**config.mk**
```make
export PLATFORM = sky130hd
export DESIGN_NAME = mul_handshake_ctrl
export DESIGN_NICKNAME = d
export VERILOG_FILES = /design/src/rtl/mul_pkg.sv /design/src/rtl/mul_watchdog.sv /design/src/rtl/mul_handshake_ctrl.sv
export SDC_FILE = /design/constraint.sdc
export NUM_CORES = 1
export LEC_CHECK = 0
export BUFFER_PORTS_ARGS = -buffer_cell sky130_fd_sc_hd__clkbuf_2
export CAP_MARGIN = 10
export CORE_AREA = 2 2 103 105
export CTS_BUF_LIST = sky130_fd_sc_hd__clkbuf_4 sky130_fd_sc_hd__clkbuf_8
export DETAILED_ROUTE_END_ITERATION = 12
export DIE_AREA = 0 0 105 107
export MAX_ROUTING_LAYER = met4
export PLACE_DENSITY = 0.83
export SLEW_MARGIN = 15
export SYNTH_ARGS = -nofsm -noshare
export SYNTH_HDL_FRONTEND = slang
export SYNTH_HIERARCHICAL = 1
export SYNTH_SLANG_ARGS = --single-unit
```
**constraint.sdc**
```tcl
create_clock -name clk -period 2.3 [get_ports clk]
set_input_delay 0.46 -clock clk [delete_from_list [all_inputs] [get_ports clk]]
set_output_delay 0.46 -clock clk [all_outputs]
set_load 0.01 [all_outputs]
```
**src/rtl/mul_pkg.sv**
```systemverilog
// Shared constants and controller state type for the multiplier slice.
package mul_pkg;

  localparam int MULCYCLES          = 8;
  localparam int MUL_TIMEOUT_CYCLES = 2 * MULCYCLES + 8;

  typedef enum logic [1:0] {
    IDLE  = 2'd0,
    START = 2'd1,
    WAIT  = 2'd2,
    RESP  = 2'd3
  } ctrl_state_e;

endpackage

```
**src/rtl/mul_watchdog.sv**
```systemverilog
// WAIT-state cycle counter; expired is high on the cycle whose closing edge
// completes TIMEOUT_CYCLES consecutive WAIT cycles.
module mul_watchdog
  import mul_pkg::*;
#(
  parameter int TIMEOUT_CYCLES = MUL_TIMEOUT_CYCLES
) (
  input  logic clk,
  input  logic rst_n,
  input  logic in_wait,
  output logic expired
);

  localparam int CW = $clog2(TIMEOUT_CYCLES + 1);
  localparam logic [CW-1:0] LAST = CW'(TIMEOUT_CYCLES - 1);

  logic [CW-1:0] cnt_q, cnt_d;

  // Held at zero outside WAIT, so every entry into WAIT starts from zero.
  always_comb begin
    cnt_d = in_wait ? cnt_q + CW'(1) : '0;
  end

  always_ff @(posedge clk or negedge rst_n) begin
    if (!rst_n) begin
      cnt_q <= '0;
    end else begin
      cnt_q <= cnt_d;
    end
  end

  assign expired = in_wait && (cnt_q == LAST);

endmodule

```
**src/rtl/mul_handshake_ctrl.sv**
```systemverilog
// Initiator-side start/done controller with valid/ready operand and result channels.
// Optional WAIT watchdog enabled by defining MUL_CTRL_TIMEOUT_EN.
module mul_handshake_ctrl
  import mul_pkg::*;
#(
  parameter int WIDTH          = 32,
  parameter int TIMEOUT_CYCLES = MUL_TIMEOUT_CYCLES
) (
  input  logic               clk,
  input  logic               rst_n,
  input  logic               in_valid,
  output logic               in_ready,
  input  logic [WIDTH-1:0]   in_a,
  input  logic [WIDTH-1:0]   in_b,
  output logic               mul_start,
  output logic [WIDTH-1:0]   mul_a,
  output logic [WIDTH-1:0]   mul_b,
  input  logic               mul_done,
  input  logic [2*WIDTH-1:0] mul_product,
  output logic               out_valid,
  input  logic               out_ready,
  output logic [2*WIDTH-1:0] out_product,
  output logic               out_error,
  output logic               busy
);

  ctrl_state_e        state_q, state_d;
  logic [WIDTH-1:0]   mul_a_q, mul_a_d;
  logic [WIDTH-1:0]   mul_b_q, mul_b_d;
  logic [2*WIDTH-1:0] prod_q, prod_d;

`ifdef MUL_CTRL_TIMEOUT_EN
  logic err_q, err_d;
  logic timeout_hit;

  mul_watchdog #(
    .TIMEOUT_CYCLES(TIMEOUT_CYCLES)
  ) u_watchdog (
    .clk    (clk),
    .rst_n  (rst_n),
    .in_wait(state_q == WAIT),
    .expired(timeout_hit)
  );

  assign out_error = err_q;
`else
  assign out_error = 1'b0;
`endif

  always_comb begin
    state_d = state_q;
    mul_a_d = mul_a_q;
    mul_b_d = mul_b_q;
    prod_d  = prod_q;
`ifdef MUL_CTRL_TIMEOUT_EN
    err_d   = err_q;
`endif
    case (state_q)
      IDLE: begin
        if (in_valid) begin
          mul_a_d = in_a;
          mul_b_d = in_b;
          state_d = START;
        end
      end
      START: state_d = WAIT;
      WAIT: begin
        // A done pulse on the expiry edge still counts as a normal completion.
        if (mul_done) begin
          prod_d  = mul_product;
          state_d = RESP;
`ifdef MUL_CTRL_TIMEOUT_EN
          err_d   = 1'b0;
        end else if (timeout_hit) begin
          prod_d  = '0;
          err_d   = 1'b1;
          state_d = RESP;
`endif
        end
      end
      RESP: begin
        if (out_ready) state_d = IDLE;
      end
      default: state_d = IDLE;
    endcase
  end

  always_ff @(posedge clk or negedge rst_n) begin
    if (!rst_n) begin
      state_q <= IDLE;
      mul_a_q <= '0;
      mul_b_q <= '0;
      prod_q  <= '0;
`ifdef MUL_CTRL_TIMEOUT_EN
      err_q   <= 1'b0;
`endif
    end else begin
      state_q <= state_d;
      mul_a_q <= mul_a_d;
      mul_b_q <= mul_b_d;
      prod_q  <= prod_d;
`ifdef MUL_CTRL_TIMEOUT_EN
      err_q   <= err_d;
`endif
    end
  end

  assign in_ready    = (state_q == IDLE);
  assign mul_start   = (state_q == START);
  assign out_valid   = (state_q == RESP);
  assign busy        = (state_q != IDLE);
  assign mul_a       = mul_a_q;
  assign mul_b       = mul_b_q;
  assign out_product = prod_q;

endmodule
```
==> flow_summary_export.csv, run 1 <==
group,metric,value,unit
yosys,synth.avg_cell_area,17.06,µm²
detailed_routing,wl_per_cell,15.74,µm
global_route,grt_start_max_net_pins,59,
finish,syn_to_final_growth,39.81,%
clocking,cts_buffers,17,
finish,final_layout_size_suffix_gt1_frac,0.7448,
finish,fin_nets,705,
yosys,yosysTopAreaCell,"dfrtp_1",
yosys,synth_enable_flop_cells,0,
placed_design,dpl.cell_count,683,
placed_design,gp_congestion,0.7464,
yosys,synthCells,290,
sta,hold_viol_final,0,
power_and_ir_drop,irDropWorstVdd,0.0007564,V
die,die_h,107,µm
die,boundaryPins,266,
yosys,synthTopCellsByArea,"dfrtp_1 (66%), mux2_2 (29%), ha_1 (1.3%)",
sta,final_max_slew_viol_count,0,
sta,max-slew-margin-rel,0.6567,
yosys,yosysTopAreaCellShare,0.6576,
hold_path,hold_depth,2,
die,initial_utilization,0.4902,
detailed_routing,firstDrtPassIters,4,
clocking,clock_sinks,130,
yosys,synth-compound-area-share,0.005311,
die,chipWidth,105,µm
yosys,synthMuxAreaShare,0.2936,
sta,min_period_over_period,0.8128,
finish,fin_area,6917,µm²
placed_design,dp_hpwl,8507,µm
setup_path,crit_type,"flop to output pin",
finish,fin_cells,716,
die,die-area,11240,µm²
global_route,grt_pass1_wl,17420,µm
flow_run,max_cap_violations,0,
clocking,cts_buffer_depth,2,
sta,rsz0062_at_grt,"no",
yosys,synth-seq-cells,130,
yosys,yosys.area_share.simple,0.003288,
die,core,10090,µm²
clocking,clk_pin_slew,0.07,ns
setup_path,cp.arrival,1.41,ns
yosys,synth_common_cells,"dfrtp_1 (130), mux2_2 (128), buf_2 (6), inv_1 (6), ha_1 (5)",
yosys,yosysMostFrequentCell,"dfrtp_1",
setup_path,cp-start-kind,"flop",
sta,max_clock_freq,534.9,MHz
detailed_routing,num_vias,3420,
finish,antenna_cells,0,
detailed_routing,wirelength,11270,µm
clocking,cts_setup_buffers,0,
yosys,syn_area,4947,µm²
setup_path,r2r_setup_slack,0.48,ns
clocking,htree_levels,4,
sta,setup_violations,0,
sta,tightest_slew,0.5149,ns
yosys,syn-num-nets,428,
global_route,grt_util_met2,0.3506,
yosys,synth_ff_type,"dfrtp_1",
power_and_ir_drop,leakage,3.573,nW
clocking,cts_root_buffer,"clkbuf_8",
power_and_ir_drop,cellPowerDensity,1492,nW/µm²
sta,period_needed,1.869,ns
yosys,synthArstFlopShare,1.000,
setup_path,crit_path_frequent_cell,"inv_1",
setup_path,reg2regPathDepth,5,
power_and_ir_drop,total_power,0.01032,W
sta,finalSetupTns,0,ns
placed_design,placed_cell_area,6414,µm²
setup_path,cp_max_fo,5,
global_route,grt.overflow.total,0,
global_route,busiest_layer,"met2",
hold_path,hp-class,"input port to flop",
setup_path,cp_data_required_time,1.84,ns
global_route,use_met1,0.2382,
detailed_routing,drt_iter0_drc,85,
run_status,status,"complete, no violations",
global_route,antenna_found_initial,0,
global_route,use_met3,0.05167,
sta,skew,0.01015,ns
detailed_routing,ant_nets,0,
setup_path,crit_slowest_cell,"dfrtp_1",
clocking,clk_latency,0.42,ns
global_route,track_usage,0.2084,
setup_path,max_stage_delay,0.42,ns
yosys,synth_top_family_by_area,"multiplexers",
placed_design,io_buffer_count,264,
setup_path,endpoint_kind,"output pin",
sta,whs,0.2674,ns
die,rows,37,
clocking,cts_tree,"done",
yosys,synth_fa_ha_area_frac,0.01265,
yosys,synth_cell_types,15,
setup_path,path_cells,"inv_1, ha_1, inv_1, clkbuf_2",
detailed_routing,via_per_inst,4.777,
yosys,ys_warn_count,6,
global_route,grt_pass1_vias,3601,
detailed_routing,drc,0,
yosys,synthXorXnorAreaFrac,0,
yosys,yosysSeqAreaShare,0.6576,
==> cell usage in the layout, fill, tap and decap left out, drive strengths merged, types with 2 or more instances in the layout <==
cell type  Yosys  routed
clkbuf         2     286
dfrtp        130     130
mux2         129     129
buf           11       7
inv            6       6
bufinv         0       6
ha             5       5
nand2          2       2
clkinv         0       2
==> power by group <==
group | switching, W | total (W) | internal (W)
Clock | 0.000839 | 0.00235 | 0.00151
Sequential | 0.000624 | 0.00410 | 0.00347
Combinational | 0.00181 | 0.00388 | 0.00206
Total | 0.00327 | 0.0103 | 0.00704
==> sequential cells by signal (all words and copies together) (netlist names) <==
register and flops:
out_product 64, mul_a 32, mul_b 32, state_q 2
==> stage by stage <==
| step | setup slack [ns] | util |
|---|---|---|
| 2_1_floorplan | 0.7148 | - |
| 3_3_place_gp | 0.5887 | 0.6355 |
| 3_5_place_dp | 0.5034 | 0.6355 |
| 4_1_cts | 0.3887 | 0.6853 |
| 5_1_grt | 0.2954 | 0.6853 |
| 6_report | 0.4305 | 0.6853 |
==> critical path, delay by kind of cell (launching register included) <==
kind       cells  cell delay [ns]
flops          1             0.42
buf+inv        3             0.32
fa+ha+maj      1             0.26
==> cell type report <==
type / instances / area, µm²
flip-flops and latches: 130 / 3253
fillers: 742 / 3176
multi-input cells: 141 / 1562
repair buffers: 271 / 1416
clock buffers: 23 / 291.5
clock inverters: 9 / 201.4
well taps: 136 / 170.2
inverters: 6 / 22.52
==> worst paths after layout <==
path / startpoint / endpoint
min in group asynchronous: rst_n / out_product[51]
hold / removal: in_a[25] / mul_a[25]
setup / recovery: state_q[0] / busy
max in group asynchronous: rst_n / out_product[52]
setup reg to reg: state_q[0] / out_product[34]
hold reg to reg: mul_a[15] / mul_a[15]
==> cells by family (layout without fill, tap and decap cells) <==
| logic type | Yosys count | count (layout) |
|---|---|---|
| and+or+nand+nor | 3 | 3 |
| other | 1 | 1 |
| muxes | 129 | 129 |
| DFF | 130 | 130 |
| AOI/OAI and AO/OA | 3 | 3 |
| buffers and inverters | 19 | 309 |
| adders and majority gates | 5 | 5 |
==> repair_timing <==
action,in CTS,in global routing
gates resized for setup,0,0
setup endpoints to repair,0,0
hold buffers,1,0
endpoints found under the hold margin,18,0
==> layer usage <==
layer | share of wire | vias up | wire length, µm
met5 | 0 | - | 0
met4 | 0.014 | 0 | 158
met3 | 0.069 | 15 | 774
met2 | 0.52 | 173 | 5811
met1 | 0.40 | 1667 | 4525
li1 | - | 1565 | -
(Power assumes the default switching activity.)
==> inputs of run 2 (changes only) <==
Settings changed: CORE_AREA 2 2 103 105 to default, CORE_UTILIZATION from default to 46, DIE_AREA 0 0 105 107 to default, PLACE_DENSITY 0.83 to 0.79.
Clock period 2.3 ns to 1.9 ns, I/O delays scaled along.
==> run 2 against run 1 <==
Net effect: die area is 0.55% lower; cell count is 0.14% higher; worst hold slack worse by 0.080 ns; clock skew is 0.0015 ns lower; critical endpoint unchanged; register-to-register slack worse by 0.22 ns; critical path depth stayed put; flip-flop and latch count stayed put; routed wire length is 1.1% lower; total power is 19% higher; highest routed layer unchanged.
==> flow_summary_export.csv, run 2 (synthesized netlist as in run 1, its figures left out) <==
group,metric,value,unit
detailed_routing,drc,0,
sta,period_needed,1.749,ns
setup_path,critPathTopFamily,"flip-flops",
placed_design,io_buffer_count,264,
setup_path,cp.arrival,1.37,ns
hold_path,min_to,"out_product[61]",
clocking,clk_pin_slew,0.08,ns
clocking,cts_tree,"done",
global_route,grt.overflow.total,0,
setup_path,crit_path_frequent_cell,"inv_1",
detailed_routing,via_per_inst,4.795,
run_status,status,"complete, no violations",
sta,setup_violations,0,
die,rows,37,
setup_path,r2r_start,"state_q[0]",
setup_path,endpoint_kind,"output pin",
detailed_routing,firstDrtPassIters,4,
setup_path,path_cells,"inv_1, ha_2, inv_1, clkbuf_2",
power_and_ir_drop,cellPowerDensity,1774,nW/µm²
power_and_ir_drop,leakage,3.558,nW
detailed_routing,dr_wl_met3,781,µm
sta,rsz0062_at_grt,"no",
clocking,htree_levels,4,
sta,final.setup.worst_slack,0.1513,ns
finish,mostFrequentLayoutCell,"clkbuf_2",
clocking,cts_root_buffer,"clkbuf_8",
sta,final_max_slew_viol_count,0,
detailed_routing,wirelength_met1,4546,µm
global_route,grt_pass1_vias,3567,
global_route,antenna_found_initial,0,
setup_path,cp_data_required_time,1.52,ns
detailed_routing,wirelength,11150,µm
die,core,10370,µm²
clocking,clk_latency,0.42,ns
die,die-area,11170,µm²
sta,skew,0.008637,ns
setup_path,timing.rr.end,"out_product[8]",
finish,largest_reg_flops,64,
power_and_ir_drop,irDropWorstVdd,0.0009428,V
setup_path,r2r_setup_slack,0.26,ns
setup_path,cp_max_fo,5,
sta,max_clock_freq,571.8,MHz
detailed_routing,ant_nets,0,
sta,hold_viol_final,0,
die,boundaryPins,266,
setup_path,crit_slowest_cell,"dfrtp_1",
clocking,clock_sinks,130,
global_route,grt_pass1_wl,17570,µm
global_route,grt_start_max_net_pins,59,
detailed_routing,wl_per_cell,15.55,µm
finish,fin_nets,706,
finish,antenna_cells,0,
setup_path,cp.depth,4,
finish,final_layout_size_suffix_gt1_frac,0.7470,
setup_path,max_stage_delay,0.42,ns
setup_path,reg2regPathDepth,5,
sta,finalSetupTns,0,ns
finish,syn_to_final_growth,39.55,%
global_route,track_usage,0.2124,
clocking,cts_buffers,17,
placed_design,gp_congestion,0.7495,
placed_design,dp_hpwl,8577,µm
clocking,cts_buffer_depth,2,
hold_path,hold_depth,2,
detailed_routing,dr.max_layer_used,"met4",
placed_design,dp_slack,0.2133,ns
finish,final_cell_mix,"clkbuf_2 (263), dfrtp_1 (130), mux2_2 (128)",
finish,n_fill_cell,764,
hold_path,hold_path.startpoint,"mul_product[61]",
setup_path,cp-start-kind,"flop",
setup_path,critPathBufInv,3,
die,chipWidth,105.7,µm
die,die_h,105.7,µm
flow_run,max_cap_violations,0,
detailed_routing,num_vias,3438,
sta,min_period_over_period,0.9204,
die,initial_utilization,0.4771,
clocking,cts_setup_buffers,0,
hold_path,hp-class,"input port to flop",
detailed_routing,drt_iter0_drc,117,
detailed_routing,dr_wl_met2,5693,µm
setup_path,crit_type,"flop to output pin",
## run 2: cell count changes in the layout (fill, tap and decap cells not counted), sizes merged
cell	before	now
bufinv	6	4
clkinvlp	1	3
clkbuf	286	282
buf	7	8
clkinv	2	6
## run 2: stage by stage
step	hold WS, ns	utilization	power [W]	instances	instance area, µm²
detailed placement	0.2274	0.6216	0.009795	684	6446
finish	0.1871	0.6658	0.01225	717	6904
global placement	0.2282	0.6216	0.009547	684	6446
CTS	0.1520	0.6655	0.01239	717	6902
floorplan	0.08441	-	0.007642	290	4947
global route	0.1579	0.6658	0.01299	717	6904
## run 2: cell type report
| class | instances | area [µm²] | share of cell area |
|---|---|---|---|
| Sequential cell | 130 | 3253 | 0.4712 |
| Multi-Input combinational cell | 141 | 1564 | 0.2265 |
| Timing Repair Buffer | 272 | 1449 | 0.2099 |
| Clock buffer | 19 | 261.5 | 0.03788 |
| Clock inverter | 13 | 183.9 | 0.02664 |
| Tap cell | 136 | 170.2 | 0.02465 |
| Inverter | 6 | 22.52 | 0.003262 |
## run 2: timing repair
item | CTS | global route
hold buffers | 1 | 0
resized for setup | 0 | 1
hold endpoints to repair | 7 | 0
endpoints found under the setup margin | 0 | 1
## run 2: how the worst max path moves through the flow
stage               startpoint               to  slack (ns)
floorplan           state_q[0]        mul_b[10]        0.31
global placement    state_q[0]  out_product[61]        0.35
detailed placement  state_q[0]       state_q[1]        0.21
CTS                 state_q[0]             busy        0.08
global route        state_q[0]             busy        0.05
finish              state_q[0]             busy        0.15
## run 2: power breakdown
| part | internal (W) | switching (W) | total (W) |
|---|---|---|---|
| Combinational | 0.00253 | 0.00222 | 0.00475 |
| Clock | 0.00150 | 0.00107 | 0.00257 |
| Sequential | 0.00420 | 0.000726 | 0.00493 |
| Total | 0.00823 | 0.00402 | 0.0122 |
## run 2: worst reg2reg max path, stage by stage, from the launching register on
cell and delay (ns):
dfrtp_1 0.41, inv_1 0.10, ha_1 0.25, nand2_2 0.10
buf_4 0.29, mux2_2 0.38
## run 2: per-layer routing
| metal | vias to the layer above | GRT usage |
|---|---|---|
| met5 | - | - |
| met2 | 163 | 0.3562 |
| met1 | 1698 | 0.2450 |
| li1 | 1568 | - |
| met4 | 0 | 0.06746 |
| met3 | 9 | 0.06370 |
